### src/rtl/buzzer_driver.sv
// ---------------------------------------------------------------------------
// buzzer_driver
//
// Square-wave tone generator for the board buzzer. It takes the registered
// note code and LED pattern from the mode controller and drives the buzzer
// pin. Pitch changes only happen on full-period boundaries, so the buzzer
// never gets a truncated pulse. It also reports which note is sounding.
//
// Parameters:
//   CLK_HZ      system clock frequency. Half-period counts are derived from
//               the 100 MHz table by rescaling with rounding.
//   GAP_CYCLES  length of the articulation gap (used only with
//               BUZZER_ARTIC_EN).
//
// Ports:
//   clk       in   1  system clock, rising edge
//   reset     in   1  asynchronous reset, active low
//   note_in   in   4  0 rest, 1-7 C4..B4, 8-14 C5..B5, 15 rest
//   led_in    in   7  LED pattern accompanying note_in
//   buzzer    out  1  square-wave drive
//   playing   out  1  high while a note is sounding
//   note_cur  out  4  code currently sounding, 0 when silent
//   note_ack  out  1  one-cycle pulse when a new note starts sounding
//   led_out   out  7  led_in captured when a note is accepted
//
// Optional feature (macro BUZZER_ARTIC_EN):
//   When it is defined, a change to a different valid note goes through a
//   silent GAP of GAP_CYCLES cycles before the new note starts. When it is
//   undefined, note changes are seamless at the period boundary.
// ---------------------------------------------------------------------------
module buzzer_driver #(
    parameter int CLK_HZ     = 100_000_000,
    parameter int GAP_CYCLES = 2_000_000
) (
    input  logic       clk,
    input  logic       reset,
    input  logic [3:0] note_in,
    input  logic [6:0] led_in,
    output logic       buzzer,
    output logic       playing,
    output logic [3:0] note_cur,
    output logic       note_ack,
    output logic [6:0] led_out
);

    // Rescale a 100 MHz half-period count to CLK_HZ, rounding to nearest.
    function automatic logic [17:0] scale_half(input longint base);
        longint scaled;
        scaled = (base * longint'(CLK_HZ) + 64'sd50_000_000) / 64'sd100_000_000;
        return 18'(scaled);
    endfunction

    localparam logic [17:0] HALF_C4 = scale_half(191113);
    localparam logic [17:0] HALF_D4 = scale_half(170262);
    localparam logic [17:0] HALF_E4 = scale_half(151686);
    localparam logic [17:0] HALF_F4 = scale_half(143173);
    localparam logic [17:0] HALF_G4 = scale_half(127551);
    localparam logic [17:0] HALF_A4 = scale_half(113636);
    localparam logic [17:0] HALF_B4 = scale_half(101239);
    localparam logic [17:0] HALF_C5 = scale_half(95557);
    localparam logic [17:0] HALF_D5 = scale_half(85131);
    localparam logic [17:0] HALF_E5 = scale_half(75843);
    localparam logic [17:0] HALF_F5 = scale_half(71587);
    localparam logic [17:0] HALF_G5 = scale_half(63776);
    localparam logic [17:0] HALF_A5 = scale_half(56818);
    localparam logic [17:0] HALF_B5 = scale_half(50620);

    function automatic logic [17:0] half_of(input logic [3:0] code);
        case (code)
            4'd1:    return HALF_C4;
            4'd2:    return HALF_D4;
            4'd3:    return HALF_E4;
            4'd4:    return HALF_F4;
            4'd5:    return HALF_G4;
            4'd6:    return HALF_A4;
            4'd7:    return HALF_B4;
            4'd8:    return HALF_C5;
            4'd9:    return HALF_D5;
            4'd10:   return HALF_E5;
            4'd11:   return HALF_F5;
            4'd12:   return HALF_G5;
            4'd13:   return HALF_A5;
            4'd14:   return HALF_B5;
            default: return 18'd0;
        endcase
    endfunction

    // Codes 0 and 15 are both rests.
    function automatic logic valid_code(input logic [3:0] code);
        return (code != 4'd0) && (code != 4'd15);
    endfunction

    typedef enum logic [1:0] {
        IDLE,
        PLAY,
        GAP
    } state_t;

    state_t      state;
    logic [3:0]  note_q;
    logic [6:0]  led_q;
    logic [17:0] half;
    logic [17:0] cnt;

`ifdef BUZZER_ARTIC_EN
    localparam logic [31:0] GAP_LAST = 32'(GAP_CYCLES - 1);
    logic [31:0] gap_cnt;
`endif

    always_ff @(posedge clk or negedge reset) begin
        if (!reset) begin
            note_q <= 4'd0;
            led_q  <= 7'd0;
        end else begin
            note_q <= note_in;
            led_q  <= led_in;
        end
    end

    // Main tone FSM. The buzzer level flips after `half` cycles; a full
    // period ends when the low half expires, and only then is note_q
    // consulted, so a note is never cut short or changed mid-pulse.
    always_ff @(posedge clk or negedge reset) begin
        if (!reset) begin
            state    <= IDLE;
            half     <= 18'd0;
            cnt      <= 18'd0;
            buzzer   <= 1'b0;
            playing  <= 1'b0;
            note_cur <= 4'd0;
            note_ack <= 1'b0;
            led_out  <= 7'd0;
`ifdef BUZZER_ARTIC_EN
            gap_cnt  <= 32'd0;
`endif
        end else begin
            note_ack <= 1'b0;
            case (state)
                IDLE: begin
                    buzzer   <= 1'b0;
                    playing  <= 1'b0;
                    note_cur <= 4'd0;
                    cnt      <= 18'd0;
                    if (valid_code(note_q)) begin
                        state    <= PLAY;
                        half     <= half_of(note_q);
                        note_cur <= note_q;
                        led_out  <= led_q;
                        note_ack <= 1'b1;
                        buzzer   <= 1'b1;
                        playing  <= 1'b1;
                    end
                end

                PLAY: begin
                    if (cnt == half - 18'd1) begin
                        cnt <= 18'd0;
                        if (buzzer) begin
                            buzzer <= 1'b0;
                        end else if (note_q == note_cur) begin
                            buzzer <= 1'b1;
                        end else if (!valid_code(note_q)) begin
                            state    <= IDLE;
                            playing  <= 1'b0;
                            note_cur <= 4'd0;
                        end else begin
`ifdef BUZZER_ARTIC_EN
                            state    <= GAP;
                            playing  <= 1'b0;
                            note_cur <= 4'd0;
                            gap_cnt  <= 32'd0;
`else
                            half     <= half_of(note_q);
                            note_cur <= note_q;
                            led_out  <= led_q;
                            note_ack <= 1'b1;
                            buzzer   <= 1'b1;
`endif
                        end
                    end else begin
                        cnt <= cnt + 18'd1;
                    end
                end

`ifdef BUZZER_ARTIC_EN
                // Silent separation; the new note is re-sampled at the end
                // so a rest arriving during the gap is honoured.
                GAP: begin
                    buzzer   <= 1'b0;
                    playing  <= 1'b0;
                    note_cur <= 4'd0;
                    cnt      <= 18'd0;
                    if (gap_cnt == GAP_LAST) begin
                        gap_cnt <= 32'd0;
                        if (valid_code(note_q)) begin
                            state    <= PLAY;
                            half     <= half_of(note_q);
                            note_cur <= note_q;
                            led_out  <= led_q;
                            note_ack <= 1'b1;
                            buzzer   <= 1'b1;
                            playing  <= 1'b1;
                        end else begin
                            state <= IDLE;
                        end
                    end else begin
                        gap_cnt <= gap_cnt + 32'd1;
                    end
                end
`endif

                default: begin
                    state    <= IDLE;
                    buzzer   <= 1'b0;
                    playing  <= 1'b0;
                    note_cur <= 4'd0;
                    cnt      <= 18'd0;
                end
            endcase
        end
    end

endmodule

### config.mk
export PLATFORM = sky130hd
export DESIGN_NAME = buzzer_driver
export DESIGN_NICKNAME = d
export VERILOG_FILES = /design/src/rtl/buzzer_driver.sv
export SDC_FILE = /design/constraint.sdc
export NUM_CORES = 1
export LEC_CHECK = 0
export ABC_AREA = 1
export BUFFER_PORTS_ARGS = -buffer_cell sky130_fd_sc_hd__clkbuf_2
export CAP_MARGIN = 15
export CORE_ASPECT_RATIO = 0.8
export CORE_MARGIN = 2
export CORE_UTILIZATION = 36
export DETAILED_ROUTE_END_ITERATION = 10
export GPL_TIMING_DRIVEN = 0
export PLACE_DENSITY_LB_ADDON = 0.3
export SLEW_MARGIN = 10
export SYNTH_ARGS = -nofsm -noshare
export SYNTH_HDL_FRONTEND = slang
export SYNTH_SLANG_ARGS = --single-unit
export TNS_END_PERCENT = 20
### constraint.sdc
create_clock -name clk -period 3.53 [get_ports clk]
set_clock_uncertainty 0.05 [all_clocks]
set_input_delay 0.706 -clock clk [delete_from_list [all_inputs] [get_ports clk]]
set_output_delay 0.706 -clock clk [all_outputs]
set_load 0.05 [all_outputs]
==> metrics.yaml <==
routing:
  drt_first_pass_iters: 5
  dr.first_iter.drc_count: 304
  vias: 3474
  ant_nets: 0
  avgViaCountPerCell: 4.79
  wirelength_mm: 9.50
  wl_per_cell_um: 13.1
  drc: 0
placement:
  port-buffer-count: 26
  hpwl_mm: 7.49
  gp_congestion: 0.941
clock_tree:
  cts_buffer_depth: 2
  path_clk_slew_ns: 0.05
  cts_resized: 0
  clock_latency_ns: 0.32
  cts_setup_buffers: 0
  clockRootBuffer: "clkbuf_16"
  cts_tree: "yes"
  cts_htree_levels: 3
  cts_buffers: 9
  hold_buffers: 0
  clock_sinks: 62
global_route:
  grt.total_usage_pct: 17.4
  grt.overflow.total: 0
  grt_pass1_wl_mm: 16.6
  grt_pass1_vias: 3436
  grt_max_degree: 40
  antenna_found_initial: 0
logic_synthesis:
  yosys_warnings: 0
  synth_compound_area_share_pct: 8.96
  synth_top_family_by_area: "simple AND/OR/NAND/NOR gates"
  yosysSeqAreaShare_pct: 39.1
  netlist-cell-type-count: 32
  synth.avg_cell_area_um2: 7.37
  muxShareOfSynthArea_pct: 0
  synthXorXnorAreaFrac_pct: 4.86
  syn_area_mm2: 0.00397
  synth-adder-area-share_pct: 4.10
  synth-seq-cells: 62
  syn_nets: 564
  postSynthCellCount: 538
  synth-simple-area-share_pct: 35.3
flow_run:
  drv_cap: 0
worst_setup_path:
  critPathLaunchType: "flip-flop"
  critical_path_class: "flip-flop to flip-flop"
  cp_max_fo: 10
  required_ns: 3.68
  critical_path_arrival_ns: 2.89
  end_kind: "flip-flop"
status:
  status: "finished clean"
pwr:
  p_leak_nw: 2.34
  powerDensity_mw_per_mm2: 854
  ir_drop_v: 0.000466
timing:
  period_share_pct: 77.4
  setup_tns_ns: 0
  hold_viol_final: 0
  worst_slew_pin_slew_ns: 0.712
  drv_slew: 0
  min_period_ns: 2.73
  grt_setup_unrepaired: "no"
  slew_headroom_pct: 52.1
  fmax_ghz: 0.366
  setup_viol: 0
die:
  core_mm2: 0.0108
  rows: 34
  die_x_um: 121
  die_h_um: 97.9
  initial_utilization_pct: 36.7
  io_pins: 27
  die-area_mm2: 0.0119
layout:
  fin_util_pct: 42.7
  antenna_cells: 0
  syn2layout_area_growth_pct: 16.3
  nets: 602
  layout-drive-gt1-share_pct: 13.8
min_path:
  holdCritPathClass: "primary input to async pin"
## cells in the final DEF (no fill, tap or decap), drive strengths merged, types with 4 or more instances in the layout
cell and count:
nand3 29, xnor2 7, ha 13, nor3b 4, inv 56, dfrtp 62
clkbuf 41, a21oi 13, buf 10, nand2 157, xor2 15, nor2 92
nor3 9, nand4 16, nand3b 6, o21ai 28
## worst max-delay path: stages, from the launching register on
cell and delay [ns]:
dfrtp_1 0.54, inv_1 0.17, ha_1 0.25, inv_1 0.06
nor2_1 0.04, inv_1 0.08, a21oi_1 0.13, ha_1 0.21
nor3_1 0.60, nand2_4 0.15, buf_6 0.19, nand2_1 0.08
o21ai_2 0.05
## report_power, final
| group | internal (W) | switching, W | total, W |
|---|---|---|---|
| Clock | 0.000616 | 0.000305 | 0.000921 |
| Sequential | 0.000927 | 0.000240 | 0.00117 |
| Combinational | 0.000596 | 0.00126 | 0.00185 |
| Total | 0.00214 | 0.00180 | 0.00394 |
## registers in the layout, indices dropped and copies added, names as in the netlist
register  flops
half         18
cnt          18
led_out       7
note_cur      4
note_q        4
note_ack      1
state         1
playing       1
buzzer        1
led_q         7
## area by class of cell
class                           instances  area (um^2)
Tap cell                              144          180
Timing Repair Buffer                   27          153
Clock inverter                          6         86.3
Clock buffer                           10          229
Multi-Input combinational cell        406         2110
Fill cell                            1144         6190
Inverter                               56          210
Buffer                                 14         93.8
Sequential cell                        62         1550
## worst paths after layout
check                                         start  cells past startpoint              endpoint  slack, ns
worst max-delay path            note_q[1]$_DFF_PN0_                     12  half[14]$_DFFE_PN0P_       0.80
worst min-delay path                          reset                      1    led_q[5]$_DFF_PN0_       0.26
worst max register to register  note_q[1]$_DFF_PN0_                     12  half[14]$_DFFE_PN0P_       0.80
worst min register to register  playing$_DFFE_PN0P_                      2   playing$_DFFE_PN0P_       0.43
max in group asynchronous                     reset                      2  half[10]$_DFFE_PN0P_       2.66
min in group clk                playing$_DFFE_PN0P_                      2   playing$_DFFE_PN0P_       0.43
## through the flow
stage | hold slack [ns] | total power (W) | instances | instance area (um^2) | worst slack, ns
floorplan | 0.360 | 0.00257 | 538 | 3970 | 1.26
global placement | 0.407 | 0.00297 | 708 | 4280 | 0.843
CTS | 0.262 | 0.00396 | 725 | 4610 | 0.794
global route | 0.277 | 0.00428 | 725 | 4610 | 0.539
detailed placement | 0.411 | 0.00302 | 709 | 4300 | 0.812
finish | 0.259 | 0.00394 | 725 | 4610 | 0.796
## logic make-up (layout without fill, tap and decap cells)
logic type,Yosys count,after routing
and+or+nand+nor,317,317
xor gates and xnor gates,22,22
adders and majority gates,13,13
DFF,62,62
AOI/OAI and AO/OA,54,54
buffers and inverters,70,113
## Yosys cell counts
cell / instances / area, um^2
a31oi_1: 2 / 12.5
buf_4: 2 / 15.0
nand2_1: 153 / 574
ha_1: 13 / 163
nand2_2: 2 / 12.5
nand3b_1: 6 / 45.0
inv_1: 56 / 210
o21ai_0: 13 / 65.1
dfrtp_1: 62 / 1550
nor3b_1: 4 / 30.0
o211ai_1: 3 / 22.5
o21ai_2: 15 / 131
nand2_4: 2 / 22.5
a221oi_1: 1 / 8.76
nor4_1: 1 / 6.26
clkbuf_1: 5 / 18.8
buf_2: 3 / 15.0
a21oi_1: 13 / 65.1
nor2_4: 2 / 22.5
xnor2_1: 7 / 61.3
buf_6: 4 / 45.0
o21bai_1: 2 / 15.0
a211oi_1: 3 / 22.5
nor3_1: 9 / 45.0
nand3_4: 2 / 35.0
nand4_1: 16 / 100
nor2_1: 84 / 315
nand3_1: 27 / 135
and2_1: 3 / 18.8
xor2_1: 15 / 131
nor2_2: 6 / 37.5
o22ai_1: 2 / 12.5
## metal layers
| metal | vias to the layer above | wire length (um) | GRT usage [%] | part of all wire, % |
|---|---|---|---|---|
| li1 | 1788 | - | - | - |
| met1 | 1596 | 4830 | 25.8 | 51 |
| met2 | 83 | 4010 | 25.8 | 42 |
| met3 | 7 | 608 | 4.50 | 6.4 |
| met4 | 0 | 59 | 3.36 | 0.62 |
| met5 | - | 0 | 0 | 0 |
Note: power is estimated with default switching activity, not from simulation.
